## config.mk

```make
export PLATFORM = sky130hd
export DESIGN_NAME = regfile_wb_arbiter_flat
export DESIGN_NICKNAME = d
export VERILOG_FILES = /design/src/rtl/regfile_wb_arbiter_if.sv /design/src/rtl/regfile_wb_arbiter.sv /design/src/flat_wrapper.sv
export SDC_FILE = /design/constraint.sdc
export NUM_CORES = 1
export LEC_CHECK = 0
export ABC_AREA = 1
export CAP_MARGIN = 20
export CORE_MARGIN = 10
export CORE_UTILIZATION = 47
export DETAILED_ROUTE_END_ITERATION = 7
export GPL_TIMING_DRIVEN = 1
export PLACE_DENSITY_LB_ADDON = 0.2
export SYNTH_ARGS = -nofsm -noshare
export SYNTH_HDL_FRONTEND = slang
export SYNTH_SLANG_ARGS = --single-unit
```

## constraint.sdc

```tcl
create_clock -name clk -period 4.5 [get_ports clk]
set_clock_uncertainty 0.2 [all_clocks]
set_input_delay 0.9 -clock clk [delete_from_list [all_inputs] [get_ports clk]]
set_output_delay 0.9 -clock clk [all_outputs]
set_load 0.01 [all_outputs]
```

## src/rtl/regfile_wb_arbiter_if.sv

```systemverilog
// Bundle for the register-file writeback controller: ALU and load writeback handshakes,
// load-issue tracking, decode source/destination addresses, hazard, write port and forwarding.
interface regfile_wb_arbiter_if #(
    parameter int DATA_W = 32,
    parameter int ADDR_W = 5
);
    logic              alu_valid;
    logic              alu_ready;
    logic [ADDR_W-1:0] alu_rd;
    logic [DATA_W-1:0] alu_data;

    logic              ld_valid;
    logic              ld_ready;
    logic [ADDR_W-1:0] ld_rd;
    logic [DATA_W-1:0] ld_data;

    logic              ld_issue;
    logic [ADDR_W-1:0] ld_issue_rd;

    logic [ADDR_W-1:0] rs1;
    logic [ADDR_W-1:0] rs2;
    logic [ADDR_W-1:0] rd;
    logic              hazard;

    logic              we3;
    logic [ADDR_W-1:0] a3;
    logic [DATA_W-1:0] wd3;

    logic              fwd1_valid;
    logic [DATA_W-1:0] fwd1_data;
    logic              fwd2_valid;
    logic [DATA_W-1:0] fwd2_data;

    // Pipeline side: produces writeback requests and decode addresses.
    modport master (
        output alu_valid, alu_rd, alu_data,
        output ld_valid, ld_rd, ld_data,
        output ld_issue, ld_issue_rd,
        output rs1, rs2, rd,
        input  alu_ready, ld_ready, hazard,
        input  we3, a3, wd3,
        input  fwd1_valid, fwd1_data, fwd2_valid, fwd2_data
    );

    // Writeback controller side.
    modport slave (
        input  alu_valid, alu_rd, alu_data,
        input  ld_valid, ld_rd, ld_data,
        input  ld_issue, ld_issue_rd,
        input  rs1, rs2, rd,
        output alu_ready, ld_ready, hazard,
        output we3, a3, wd3,
        output fwd1_valid, fwd1_data, fwd2_valid, fwd2_data
    );
endinterface

```

## src/rtl/regfile_wb_arbiter.sv

```systemverilog
// Writeback controller for the single register-file write port: ALU/load arbitration with an
// ALU anti-starvation counter, load scoreboard for RAW hazards. Optional forwarding: RF_WB_FWD_EN.
module regfile_wb_arbiter #(
    parameter int DATA_W     = 32,
    parameter int ADDR_W     = 5,
    parameter int STARVE_MAX = 3
) (
    input  logic                 clk,
    input  logic                 rst_n,
    regfile_wb_arbiter_if.slave  bus
);

    localparam int NREG = 2 ** ADDR_W;
    localparam int SW   = (STARVE_MAX < 1) ? 1 : $clog2(STARVE_MAX + 1);
    localparam logic [SW-1:0]   STARVE_LIM = SW'(STARVE_MAX);
    localparam logic [NREG-1:0] ONE_HOT    = NREG'(1);

    function automatic logic is_x0(input logic [ADDR_W-1:0] r);
        return (r == {ADDR_W{1'b0}});
    endfunction

    logic              alu_gnt_s;
    logic              ld_gnt_s;
    logic              xfer_s;
    logic [ADDR_W-1:0] wr_rd_s;
    logic [DATA_W-1:0] wr_data_s;
    logic [SW-1:0]     starve_nxt_s;
    logic [NREG-1:0]   set_mask_s;
    logic [NREG-1:0]   clr_mask_s;
    logic [NREG-1:0]   pending_nxt_s;

    logic [SW-1:0]     starve_r;
    logic [NREG-1:0]   pending_r;
    logic              we3_r;
    logic [ADDR_W-1:0] a3_r;
    logic [DATA_W-1:0] wd3_r;

    // Grant: load wins contention unless the ALU has lost STARVE_MAX cycles in a row.
    always_comb begin
        alu_gnt_s = 1'b0;
        ld_gnt_s  = 1'b0;
        case ({bus.alu_valid, bus.ld_valid})
            2'b10: alu_gnt_s = 1'b1;
            2'b01: ld_gnt_s  = 1'b1;
            2'b11: begin
                if (starve_r == STARVE_LIM) begin
                    alu_gnt_s = 1'b1;
                end else begin
                    ld_gnt_s  = 1'b1;
                end
            end
            default: begin
                alu_gnt_s = 1'b0;
                ld_gnt_s  = 1'b0;
            end
        endcase
    end

    assign bus.alu_ready = alu_gnt_s;
    assign bus.ld_ready  = ld_gnt_s;

    // Write-data mux for whichever requester transfers this cycle.
    always_comb begin
        xfer_s    = alu_gnt_s | ld_gnt_s;
        wr_rd_s   = {ADDR_W{1'b0}};
        wr_data_s = {DATA_W{1'b0}};
        if (alu_gnt_s) begin
            wr_rd_s   = bus.alu_rd;
            wr_data_s = bus.alu_data;
        end else if (ld_gnt_s) begin
            wr_rd_s   = bus.ld_rd;
            wr_data_s = bus.ld_data;
        end else begin
            wr_rd_s   = {ADDR_W{1'b0}};
            wr_data_s = {DATA_W{1'b0}};
        end
    end

    // Starvation count: saturating while the ALU waits, cleared when it wins or goes idle.
    always_comb begin
        starve_nxt_s = {SW{1'b0}};
        if (bus.alu_valid && !alu_gnt_s) begin
            if (starve_r == STARVE_LIM) begin
                starve_nxt_s = starve_r;
            end else begin
                starve_nxt_s = starve_r + SW'(1);
            end
        end else begin
            starve_nxt_s = {SW{1'b0}};
        end
    end

    // Scoreboard update: a new issue to the same register overrides a completing writeback.
    always_comb begin
        set_mask_s = {NREG{1'b0}};
        clr_mask_s = {NREG{1'b0}};
        if (bus.ld_issue && !is_x0(bus.ld_issue_rd)) begin
            set_mask_s = ONE_HOT << bus.ld_issue_rd;
        end else begin
            set_mask_s = {NREG{1'b0}};
        end
        if (ld_gnt_s) begin
            clr_mask_s = ONE_HOT << bus.ld_rd;
        end else begin
            clr_mask_s = {NREG{1'b0}};
        end
        pending_nxt_s    = (pending_r & ~clr_mask_s) | set_mask_s;
        pending_nxt_s[0] = 1'b0;
    end

    // Starvation counter register.
    always_ff @(posedge clk or negedge rst_n) begin
        if (!rst_n) begin
            starve_r <= {SW{1'b0}};
        end else begin
            starve_r <= starve_nxt_s;
        end
    end

    // Pending-load scoreboard register.
    always_ff @(posedge clk or negedge rst_n) begin
        if (!rst_n) begin
            pending_r <= {NREG{1'b0}};
        end else begin
            pending_r <= pending_nxt_s;
        end
    end

    // Registered write port; an accepted x0 write is swallowed and address/data hold.
    always_ff @(posedge clk or negedge rst_n) begin
        if (!rst_n) begin
            we3_r <= 1'b0;
            a3_r  <= {ADDR_W{1'b0}};
            wd3_r <= {DATA_W{1'b0}};
        end else if (xfer_s && !is_x0(wr_rd_s)) begin
            we3_r <= 1'b1;
            a3_r  <= wr_rd_s;
            wd3_r <= wr_data_s;
        end else begin
            we3_r <= 1'b0;
        end
    end

    assign bus.we3 = we3_r;
    assign bus.a3  = a3_r;
    assign bus.wd3 = wd3_r;

    // Destination is included so decode cannot re-issue a load to a still-pending register.
    assign bus.hazard = pending_r[bus.rs1] | pending_r[bus.rs2] | pending_r[bus.rd];

`ifdef RF_WB_FWD_EN
    // Bypass the value being committed this cycle; the array still holds the old one.
    assign bus.fwd1_valid = we3_r && (a3_r == bus.rs1) && !is_x0(bus.rs1);
    assign bus.fwd1_data  = wd3_r;
    assign bus.fwd2_valid = we3_r && (a3_r == bus.rs2) && !is_x0(bus.rs2);
    assign bus.fwd2_data  = wd3_r;
`else
    assign bus.fwd1_valid = 1'b0;
    assign bus.fwd1_data  = {DATA_W{1'b0}};
    assign bus.fwd2_valid = 1'b0;
    assign bus.fwd2_data  = {DATA_W{1'b0}};
`endif

endmodule

```

## src/flat_wrapper.sv

```systemverilog
// flat-port wrapper written by rule: the top's interface ports become plain ports
module regfile_wb_arbiter_flat 
#(
    parameter int DATA_W     = 32,
    parameter int ADDR_W     = 5,
    parameter int STARVE_MAX = 3
)
  (clk, rst_n, bus_alu_valid, bus_alu_rd, bus_alu_data, bus_ld_valid, bus_ld_rd, bus_ld_data, bus_ld_issue, bus_ld_issue_rd, bus_rs1, bus_rs2, bus_rd, bus_alu_ready, bus_ld_ready, bus_hazard, bus_we3, bus_a3, bus_wd3, bus_fwd1_valid, bus_fwd1_data, bus_fwd2_valid, bus_fwd2_data);
  regfile_wb_arbiter_if #(.DATA_W(DATA_W), .ADDR_W(ADDR_W)) bus_i ();
  input  logic clk;
  input  logic rst_n;
  input wire logic [$bits(bus_i.alu_valid)-1:0] bus_alu_valid;
  input wire logic [$bits(bus_i.alu_rd)-1:0] bus_alu_rd;
  input wire logic [$bits(bus_i.alu_data)-1:0] bus_alu_data;
  input wire logic [$bits(bus_i.ld_valid)-1:0] bus_ld_valid;
  input wire logic [$bits(bus_i.ld_rd)-1:0] bus_ld_rd;
  input wire logic [$bits(bus_i.ld_data)-1:0] bus_ld_data;
  input wire logic [$bits(bus_i.ld_issue)-1:0] bus_ld_issue;
  input wire logic [$bits(bus_i.ld_issue_rd)-1:0] bus_ld_issue_rd;
  input wire logic [$bits(bus_i.rs1)-1:0] bus_rs1;
  input wire logic [$bits(bus_i.rs2)-1:0] bus_rs2;
  input wire logic [$bits(bus_i.rd)-1:0] bus_rd;
  output wire logic [$bits(bus_i.alu_ready)-1:0] bus_alu_ready;
  output wire logic [$bits(bus_i.ld_ready)-1:0] bus_ld_ready;
  output wire logic [$bits(bus_i.hazard)-1:0] bus_hazard;
  output wire logic [$bits(bus_i.we3)-1:0] bus_we3;
  output wire logic [$bits(bus_i.a3)-1:0] bus_a3;
  output wire logic [$bits(bus_i.wd3)-1:0] bus_wd3;
  output wire logic [$bits(bus_i.fwd1_valid)-1:0] bus_fwd1_valid;
  output wire logic [$bits(bus_i.fwd1_data)-1:0] bus_fwd1_data;
  output wire logic [$bits(bus_i.fwd2_valid)-1:0] bus_fwd2_valid;
  output wire logic [$bits(bus_i.fwd2_data)-1:0] bus_fwd2_data;
  assign bus_i.alu_valid = bus_alu_valid;
  assign bus_i.alu_rd = bus_alu_rd;
  assign bus_i.alu_data = bus_alu_data;
  assign bus_i.ld_valid = bus_ld_valid;
  assign bus_i.ld_rd = bus_ld_rd;
  assign bus_i.ld_data = bus_ld_data;
  assign bus_i.ld_issue = bus_ld_issue;
  assign bus_i.ld_issue_rd = bus_ld_issue_rd;
  assign bus_i.rs1 = bus_rs1;
  assign bus_i.rs2 = bus_rs2;
  assign bus_i.rd = bus_rd;
  assign bus_alu_ready = bus_i.alu_ready;
  assign bus_ld_ready = bus_i.ld_ready;
  assign bus_hazard = bus_i.hazard;
  assign bus_we3 = bus_i.we3;
  assign bus_a3 = bus_i.a3;
  assign bus_wd3 = bus_i.wd3;
  assign bus_fwd1_valid = bus_i.fwd1_valid;
  assign bus_fwd1_data = bus_i.fwd1_data;
  assign bus_fwd2_valid = bus_i.fwd2_valid;
  assign bus_fwd2_data = bus_i.fwd2_data;
  regfile_wb_arbiter #(.DATA_W(DATA_W), .ADDR_W(ADDR_W), .STARVE_MAX(STARVE_MAX)) u_core (.clk(clk), .rst_n(rst_n), .bus(bus_i));
endmodule
```

==> metrics.md, run 1 <==
| Metric | Value |
|---|---|
| Fin crit share | `89.16%` |
| CP Launch Type | `input pin` |
| Port Buf Inserts | `139` |
| Clock slew at reported path FFs | `0.07 ns` |
| Yosys warnings | `0` |
| CTS H-tree lvls | `3` |
| Buf+Inv Stages, Crit Path | `3` |
| FF+latch count, synth | `71` |
| HPWL Detailed | `13470 um` |
| Std-Cell Rows | `37` |
| RSZ-0062 raised after global routing | `no` |
| Final Power | `2.036 mW` |
| Final Hold Fails | `0` |
| Post-Synthesis Cells | `693` |
| # diodes | `0` |
| Die Height | `123.4 um` |
| First-pass GRT wire length | `26930 um` |
| F_max | `0.2492 GHz` |
| Num CTS Buffers | `9` |
| Ratio of cells with drive above 1 in the final layout | `4.069%` |
| Hold Path Origin | `u_core.starve_r[0]` |
| Initial antenna violation count | `0` |
| Slew @ Worst Pin | `0.8743 ns` |
| Worst Path Max Fanout | `9` |
| Core area | `10370 um^2` |
| Root Buffer | `clkbuf_8` |
| Reg-to-Reg Start | `u_core.starve_r[0]` |
| CP dominant cell by count | `nand3_1` |
| Total number of vias | `5070` |
| Status | `finished, final reports clean` |
| MaxCap Viol Count | `0` |
| Initial Util | `48.42%` |
| Pins over their slew limit | `0` |
| Worst EP arrival | `2.91 ns` |
| Layout Nets | `908` |
| Crit. End Element | `output port` |
| Vias per inst | `5.354` |
| Worst Path Required | `3.40 ns` |
| Area occupied by multi-input gates | `2512 um^2` |
| DRC Markers | `0` |
| Slowest-stage cell, CP | `clkdlybuf4s50_1` |
| Distinct cells, synth | `30` |
| Vias in the first global route | `5106` |
| Post-CTS Setup Bufs | `0` |
| Number of I/O pins | `206` |
| Largest net degree at the start of global routing | `40` |
| Hold Path Class | `reg -> reg` |
| Power Density | `323.1 nW/um^2` |
| GPL Wtd Cong | `0.9614` |
| Post-CTS sizing | `0` |
| Routed WL per cell | `18.20 um` |
| CP max stage delay | `0.67 ns` |
| Final wirelength | `17230 um` |
| Initial drt markers | `429` |
| FILL cells | `995` |
| Die Wd | `123.4 um` |
| Average size of a mapped cell | `7.245 um^2` |
| Remaining Overflow, GRT | `0` |
| Final setup TNS | `0 ns` |
| CTS tree | `built` |
| Crit. Startpoint | `bus_rs1[1]` |
| Total die area | `15220 um^2` |
| CP Class | `in -> out` |
| Hold buffer count at CTS | `0` |
| Clock Sink Count | `71` |
| Register Area | `1777 um^2` |
| Layout Utilization | `60.76%` |
| Leak Pwr | `3.031 nW` |
| Slew margin rel. | `41.71%` |
| Gr usage total | `22.41%` |
| Final setup vio count | `0` |
| Worst ir drop on vdd | `0.0001599 V` |
| Cell family with most CP delay | `buffers and inverters` |
| Clk buf depth | `2` |
| Crit path time final | `4.012 ns` |
| Syn Std Cell Area | `5021 um^2` |
| Area grow syn2layout | `25.49%` |
| Antenna Nets Post-Route | `0` |
| First-pass iteration count of the detailed router | `5` |
| Post-synthesis sequential area ratio | `35.38%` |
| Clk_lat worst skew | `0.34 ns` |
| Crit-path cells | `clkdlybuf4s50_1 > inv_1 > nand3_1 > nand3_1 > nand2_1 > nand2_1 > nand3_1 > nand2_1 > nand3_1 > clkdlybuf4s50_1` |
[area by class of cell]
class / count / area share [%]
flip-flops and latches: 71 / 28.20
repair buffers: 146 / 22.84
well taps: 136 / 2.701
clock buffers: 11 / 2.244
inverters: 57 / 3.435
multi-input cells: 523 / 39.87
clock inverters: 3 / 0.7149
[synth_stat cells (all sizes together)]
library cell    n  share of area, %
buf            90                14
o21ai          62               6.2
dfrtp          71                35
clkbuf         17               1.3
nand3b          1              0.15
nor2           15               1.2
o31ai           1              0.15
nand4          53               6.6
clkinv          2              0.15
o22ai           4              0.50
o211ai          1              0.15
a31oi           1              0.12
nand3          75               7.7
conb            1             0.075
inv            55               4.2
nor3            6              0.60
or2             1              0.12
nand2         204                16
a22o           32               5.6
ha              1              0.25
[placed cells by master, fill, tap and decap left out]
cell type        netlist  routed
inv_4                  1       1
nand3_4                1       1
clkbuf_1              16       1
buf_2                  9       1
nand2_2                1       1
inv_1                 50      50
inv_2                  4       4
a22o_1                32      32
nand4_1               53      53
conb_1                 1      66
bufinv_16              0       1
ha_1                   1       1
dfrtp_1               71      71
or2_1                  1       1
buf_4                 70       7
o31ai_1                1       1
o211ai_1               1       1
clkbuf_8               0      10
nand3b_1               1       1
nand2_1              200     200
nor2_1                13      13
clkinv_1               2       2
nand2_4                3       3
o21ai_0               57      57
nor2_2                 2       2
clkinvlp_4             0       2
nand3_1               74      74
o21ai_1                5       5
nor3_1                 6       6
o22ai_1                4       4
clkdlybuf4s50_1        0     138
a31oi_1                1       1
[flip-flops by register name, summed over array words and instances (netlist names)]
register	cells
u_core.bus.a3	5
u_core.starve_r	2
u_core.pending_r	31
u_core.bus.we3	1
u_core.bus.wd3	32
[through the flow]
step	instance area [um^2]	cells	hold slack [ns]	setup WS, ns
2_1_floorplan	5265	758	0.2080	1.556
3_3_place_gp	6115	933	0.2184	0.5400
3_5_place_dp	6115	933	0.2324	0.5262
4_1_cts	6301	947	0.2425	0.5178
5_1_grt	6301	947	0.2654	0.3131
6_report	6301	947	0.2348	0.4879
[cell families (layout without fill, tap and decap cells)]
group,after synthesis,in the layout,share of synthesized area [%]
compound gates,101,101,12.68
fa+ha+maj,1,1,0.2492
buf+inv,164,217,19.44
flops,71,71,35.38
other cells,1,66,0.07469
simple gates,355,355,32.17
[power breakdown]
part	internal [mW]	switching, mW	leakage, nW	total (mW)
Sequential	0.750	0.141	0.881	0.890
Combinational	0.286	0.366	2.06	0.652
Clock	0.265	0.228	0.0875	0.493
Total	1.30	0.734	3.03	2.04
[layer usage]
layer / global-route usage [%] / share of wire [%] / vias to the layer above
met5: 0 / 0 / -
met4: 5.750 / 1.7 / 0
met3: 8.797 / 12 / 25
met2: 37.75 / 48 / 257
met1: 26.14 / 38 / 2372
li1: - / - / 2416
[worst paths after layout]
path | slack (ns) | to | cells past startpoint
hold / removal | 0.23 | u_core.starve_r[0] | 1
hold reg to reg | 0.23 | u_core.starve_r[0] | 1
setup / recovery | 0.49 | bus_hazard | 10
min in group asynchronous | 0.47 | u_core.bus.wd3[10] | 1
setup reg to reg | 1.68 | u_core.bus.wd3[21] | 12
max in group asynchronous | 2.65 | u_core.pending_r[21] | 2
Power figures use the tool's default switching activity.
==> inputs of run 2 (changes only) <==
--- a/config.mk
+++ b/config.mk
@@ -8,7 +8,9 @@
 export ABC_AREA = 1
 export CAP_MARGIN = 20
 export CORE_MARGIN = 10
-export CORE_UTILIZATION = 47
+export CORE_UTILIZATION = 48
+export CTS_BUF_LIST = sky130_fd_sc_hd__clkbuf_8
+export CTS_CLUSTER_DIAMETER = 100
 export DETAILED_ROUTE_END_ITERATION = 7
 export GPL_TIMING_DRIVEN = 1
 export PLACE_DENSITY_LB_ADDON = 0.2
==> run 2 against run 1 <==
Effect of this change:
- largest cell class unchanged
- die area is 1.8% lower
- critical endpoint unchanged
- register-to-register slack lost 0.02 ns
- global-route usage is 1.1 points higher
- largest power group unchanged
- non-clock buffer count rose by 1
- sequential power barely moved
- core utilization is 1.0 points higher
- sequential share of layout area is 0.22 points lower
- wire length is 1.9% higher
- final area up 0.79%
- highest routed layer unchanged
- critical path depth did not move
==> metrics.md, run 2 (same netlist as run 1, synthesis figures left out) <==
| Metric | Value |
|---|---|
| GPL Wtd Cong | `0.9951 (+3.5%)` |
| Post-Layout Inst Area | `6351 um^2 (+0.79%)` |
| Slew @ Worst Pin | `0.7018 ns (-0.1725 ns)` |
| Met1 usage | `29.49% (+3.3 points)` |
| CP Class | `in -> out` |
| Reg-to-Reg Start | `u_core.starve_r[0]` |
| MaxCap Viol Count | `0 (unchanged)` |
| Pins over their slew limit | `0 (unchanged)` |
| Leak Pwr | `3.061 nW (+0.96%)` |
| Worst ir drop on vdd | `0.0002011 V (+26%)` |
| GR Util met2 | `38.32% (+0.57 points)` |
| Post-CTS sizing | `0 (unchanged)` |
| Initial antenna violation count | `0 (unchanged)` |
| Setup slack, reg-to-reg | `1.66 ns (-0.02 ns)` |
| Dpl cell area | `6122 um^2 (+0.12%)` |
| Finished Layout Cells | `950 (+0.32%)` |
| Area grow syn2layout | `26.49%` |
| Die Height | `122.3 um (-0.88%)` |
| F_max | `0.2507 GHz (+0.57%)` |
| # diodes | `0 (unchanged)` |
| Total number of vias | `5074 (+0.079%)` |
| Clock slew at reported path FFs | `0.08 ns (about the same)` |
| Largest net degree at the start of global routing | `50 (+25%)` |
| Worst EP arrival | `2.89 ns (-0.02 ns)` |
| Fin crit share | `88.66% (-0.50 points)` |
| Std-Cell Rows | `37 (unchanged)` |
| Final Hold Fails | `0 (unchanged)` |
| First-pass GRT wire length | `27950 um (+3.8%)` |
| Layout Nets | `909 (+0.11%)` |
| Most used routing layer in global routing | `met2` |
| DRC Markers | `0 (unchanged)` |
| RR Endpoint | `u_core.bus.wd3[20]` |
| Post-CTS Setup Bufs | `0 (unchanged)` |
| Final setup TNS | `0 ns (unchanged)` |
| R2R cell count | `12 (unchanged)` |
| CP Launch Type | `input pin` |
| Clk_lat worst skew | `0.34 ns (about the same)` |
| Hold buffer count at CTS | `0 (unchanged)` |
| HPWL Detailed | `13560 um (+0.71%)` |
| Clock Sink Count | `71 (unchanged)` |
| CTS H-tree lvls | `3 (unchanged)` |
| Slew margin rel. | `53.15% (+11 points)` |
| Total die area | `14950 um^2 (-1.8%)` |
| Initial Util | `48.86% (+0.44 points)` |
| CTS tree | `built` |
| Vias in the first global route | `5068 (-0.74%)` |
| Num CTS Buffers | `9 (unchanged)` |
| Hold slack | `0.2359 ns (+0.001065 ns)` |
| Port Buf Inserts | `139 (unchanged)` |
| Routed WL per cell | `18.48 um (+1.5%)` |
| Ratio of cells with drive above 1 in the final layout | `4.545% (+0.48 points)` |
| Final setup vio count | `0 (unchanged)` |
| Crit path time final | `3.990 ns (-0.02265 ns)` |
| Crit. End Element | `output port` |
| Number of I/O pins | `206 (unchanged)` |
| Die Wd | `122.3 um (-0.88%)` |
| Antenna Nets Post-Route | `0 (unchanged)` |
| Worst Path Required | `3.40 ns (about the same)` |
| First-pass iteration count of the detailed router | `7 (+2)` |
| Remaining Overflow, GRT | `0 (unchanged)` |
| Dpl cells | `934 (+0.11%)` |
| Crit. Startpoint | `bus_rs1[1]` |
| Vias per inst | `5.341 (-0.24%)` |
| Status | `finished, final reports clean` |
| Most frequent cells in the layout | `nand2_1 (200), clkdlybuf4s50_1 (138), nand3_1 (74)` |
| Commonest non-fill, non-tap cell in the layout | `nand2_1` |
| Clk buf depth | `2 (unchanged)` |
| Worst Path Max Fanout | `9 (unchanged)` |
| Crit path to | `bus_hazard` |
| Initial drt markers | `517 (+21%)` |
| Final wirelength | `17550 um (+1.9%)` |
| Root Buffer | `clkbuf_8` |
| Gr usage total | `23.52% (+1.1 points)` |
| RSZ-0062 raised after global routing | `no` |
| Max FFs per register | `32 (unchanged)` |
| Core area | `10280 um^2 (-0.89%)` |
| Power Density | `335.8 nW/um^2 (+3.9%)` |
| Hold Path Class | `reg -> reg` |
| GR met3 Demand/Resource | `8.173% (-0.62 points)` |
-- run 2: cell types whose count changed in the layout (fill, tap and decap cells not counted) --
cell | before | now
clkinvlp_4 | 2 | 1
inv_6 | 0 | 1
clkbuf_1 | 1 | 0
inv_8 | 0 | 1
clkinv_4 | 0 | 2
clkbuf_8 | 10 | 9
bufinv_16 | 1 | 2
buf_4 | 7 | 8
-- run 2: where the power goes --
| part | switching (mW) | internal [mW] | total, mW |
|---|---|---|---|
| combinational | 0.374 | 0.288 | 0.661 |
| clock | 0.261 | 0.320 | 0.581 |
| sequential | 0.141 | 0.749 | 0.890 |
-- run 2: worst min path at each step --
stage | startpoint | endpoint | cells past startpoint | slack, ns
floorplan | u_core.starve_r[0] | u_core.starve_r[0] | 1 | 0.21
global placement | u_core.starve_r[0] | u_core.starve_r[0] | 1 | 0.22
detailed placement | u_core.starve_r[0] | u_core.starve_r[0] | 1 | 0.23
CTS | u_core.starve_r[0] | u_core.starve_r[0] | 1 | 0.24
global route | u_core.starve_r[0] | u_core.starve_r[0] | 1 | 0.25
finish | u_core.starve_r[0] | u_core.starve_r[0] | 1 | 0.24
-- run 2: critical path, stage by stage --
cell	delay, ns
clkdlybuf4s50_1	0.67
inv_1	0.22
nand3_1	0.13
nand3_1	0.07
nand2_1	0.07
nand2_1	0.04
nand3_1	0.07
nand2_1	0.08
nand3_1	0.09
clkdlybuf4s50_1	0.54
-- run 2: final cells by class --
cell class / instances / area, um^2
Timing Repair Buffer: 147 / 1446
Sequential cell: 71 / 1777
Clock buffer: 9 / 123.9
Inverter: 57 / 216.5
Tap cell: 136 / 170.2
Clock inverter: 7 / 105.1
Multi-Input combinational cell: 523 / 2512
Fill cell: 972 / 3926
-- run 2: through the flow --
stage / total power, mW / utilization, % / worst slack, ns
2_1_floorplan: 1.254 / - / 1.556
3_3_place_gp: 1.541 / 59.57 / 0.5553
3_5_place_dp: 1.551 / 59.57 / 0.5180
4_1_cts: 2.132 / 61.80 / 0.5164
5_1_grt: 2.261 / 61.80 / 0.2927
6_report: 2.132 / 61.80 / 0.5105
-- run 2: routing by layer --
layer | up-vias | routed length, um | share of wire [%]
li1 | 2425 | - | -
met4 | 0 | 204 | 1.2
met5 | - | 0 | 0
met3 | 20 | 2013 | 11
met1 | 2363 | 7096 | 40
met2 | 266 | 8240 | 47
==> inputs of run 3 (changes only) <==
--- a/config.mk
+++ b/config.mk
@@ -8,10 +8,11 @@
 export ABC_AREA = 1
 export CAP_MARGIN = 20
 export CORE_MARGIN = 10
-export CORE_UTILIZATION = 48
+export CORE_UTILIZATION = 55
 export CTS_BUF_LIST = sky130_fd_sc_hd__clkbuf_8
 export CTS_CLUSTER_DIAMETER = 100
 export DETAILED_ROUTE_END_ITERATION = 7
+export DONT_BUFFER_PORTS = 1
 export GPL_TIMING_DRIVEN = 1
 export PLACE_DENSITY_LB_ADDON = 0.2
 export SYNTH_ARGS = -nofsm -noshare
==> run 3 against run 2 <==
Effect of this change:
- fmax is 33% higher
- core utilization decreased by 7.1 points
- flip-flop and latch count unchanged
- sequential share of layout area rose by 8.9 points
- clock power down 27%
- critical path depth is 1 lower
- largest power group unchanged
==> metrics.md, run 3 (same netlist as run 1, synthesis figures left out) <==
| Metric | Value |
|---|---|
| Status | `finished, final reports clean` |
| CP Class | `in -> out` |
| GPL Wtd Cong | `0.8922 (-10%)` |
| Vias per inst | `5.851 (+9.5%)` |
| RSZ-0062 raised after global routing | `no` |
| Port Buf Inserts | `0 (-100%)` |
| Routed WL per cell | `19.54 um (+5.7%)` |
| Dpl cell area | `4656 um^2 (-24%)` |
| CP max stage delay | `0.31 ns (-0.36 ns)` |
| Antenna Nets Post-Route | `0 (unchanged)` |
| HPWL Detailed | `11290 um (-17%)` |
| Most frequent cells in the layout | `nand2_1 (200), nand3_1 (74), dfrtp_1 (71)` |
| Slew margin rel. | `56.32% (+3.2 points)` |
| Initial antenna violation count | `0 (unchanged)` |
| Die Wd | `115.5 um (-5.5%)` |
| Clock Sink Count | `71 (unchanged)` |
| Post-Layout Inst Area | `4815 um^2 (-24%)` |
| Post-CTS sizing | `0 (unchanged)` |
| Pins over their slew limit | `0 (unchanged)` |
| Ratio of cells with drive above 1 in the final layout | `3.886% (-0.66 points)` |
| Slew @ Worst Pin | `0.6542 ns (-0.04759 ns)` |
| Hold Path Class | `in -> async` |
| Num CTS Buffers | `9 (unchanged)` |
| CP Launch Type | `input pin` |
| Number of I/O pins | `206 (unchanged)` |
| Layout Nets | `764 (-16%)` |
| Root Buffer | `clkbuf_8` |
| Final setup vio count | `0 (unchanged)` |
| Total number of vias | `4546 (-10%)` |
| Slowest-stage cell, CP | `inv_1` |
| Final wirelength | `15180 um (-14%)` |
| Clk buf depth | `2 (unchanged)` |
| Hold buffer count at CTS | `0 (unchanged)` |
| Largest net degree at the start of global routing | `72 (+44%)` |
| Final Power | `1.750 mW (-18%)` |
| Std-Cell Rows | `34 (-8.1%)` |
| F_max | `0.3343 GHz (+33%)` |
| Remaining Overflow, GRT | `0 (unchanged)` |
| Worst Path Max Fanout | `17 (+8)` |
| Initial Util | `57.02% (+8.2 points)` |
| First-pass GRT wire length | `23240 um (-17%)` |
| Power Density | `363.4 nW/um^2 (+8.2%)` |
| Core area | `8806 um^2 (-14%)` |
| Hold slack | `0.03311 ns (-0.2028 ns)` |
| Worst EP arrival | `1.89 ns (-1.00 ns)` |
| Final Hold Fails | `0 (unchanged)` |
| Crit-path cells | `inv_1 > nand2_1 > nand3_1 > nand3_1 > nand2_1 > nand2_1 > nand3_1 > nand2_1 > nand3_1` |
| Vias in the first global route | `4314 (-15%)` |
| CTS H-tree lvls | `3 (unchanged)` |
| FILL cells | `847 (-13%)` |
| # diodes | `0 (unchanged)` |
| Max FFs per register | `32 (unchanged)` |
| Crit. End Element | `output port` |
| Area grow syn2layout | `-4.112%` |
| Total die area | `13350 um^2 (-11%)` |
| Clock slew at reported path FFs | `0.08 ns (about the same)` |
| Register Area | `1777 um^2 (unchanged)` |
| Post-CTS Setup Bufs | `0 (unchanged)` |
| Clk_lat worst skew | `0.35 ns (about the same)` |
| DRC Markers | `0 (unchanged)` |
| First-pass iteration count of the detailed router | `7 (unchanged)` |
| Crit path time final | `2.992 ns (-0.9979 ns)` |
| Gr usage total | `22.03% (-1.5 points)` |
| Fin crit share | `66.48% (-22 points)` |
| MaxCap Viol Count | `0 (unchanged)` |
| Die Height | `115.5 um (-5.5%)` |
| Worst ir drop on vdd | `0.0001983 V (-1.4%)` |
| Initial drt markers | `382 (-26%)` |
| Final setup TNS | `0 ns (unchanged)` |
| Area occupied by multi-input gates | `2512 um^2 (unchanged)` |
| Commonest non-fill, non-tap cell in the layout | `nand2_1` |
| Leak Pwr | `2.474 nW (-19%)` |
| CTS tree | `built` |
| Worst Path Required | `3.40 ns (about the same)` |
[run 3: per-stage QoR]
| stage | setup slack [ns] | util, % | cells |
|---|---|---|---|
| detailed placement | 1.461 | 52.87 | 761 |
| floorplan | 1.556 | - | 758 |
| finish | 1.508 | 54.67 | 777 |
| global placement | 1.497 | 52.87 | 761 |
| global route | 1.383 | 54.67 | 777 |
| CTS | 1.507 | 54.67 | 777 |
[run 3: critical path, delay by kind of cell]
kind	cells	cell delay [ns]
buffers and inverters	1	0.31
and+or+nand+nor	8	0.67
[run 3: worst paths after layout]
path	from	end	slack, ns	cells past startpoint
setup / recovery	bus_rs1[0]	bus_hazard	1.51	9
hold / removal	rst_n	u_core.bus.wd3[6]	0.03	0
setup reg to reg	u_core.starve_r[0]	u_core.bus.wd3[1]	1.82	11
hold reg to reg	u_core.starve_r[0]	u_core.starve_r[0]	0.23	1
max in group asynchronous	rst_n	u_core.pending_r[20]	3.94	0
min in group clk	u_core.starve_r[0]	u_core.starve_r[0]	0.23	1
[run 3: where the power goes]
group | total (mW) | leakage [nW] | internal (mW) | switching (mW)
clock network | 0.426 | 0.0902 | 0.191 | 0.235
registers | 0.919 | 0.881 | 0.750 | 0.169
logic | 0.404 | 1.50 | 0.138 | 0.267
[run 3: layout make-up]
cell class                      count  share of cell area (%)
Inverter                           57                   4.496
Timing Repair Buffer                2                  0.3119
Sequential cell                    71                   36.90
Tap cell                          108                   2.807
Clock buffer                        9                   2.573
Multi-Input combinational cell    523                   52.18
Clock inverter                      7                  0.7277
[run 3: layer usage]
metal  up-vias  track usage (%)  wire, um
met5         -                0         0
met4         0            6.166       298
met3        24            8.889      1905
met2       254            35.93      7152
met1      2131            26.36      5825
li1       2137                -         -
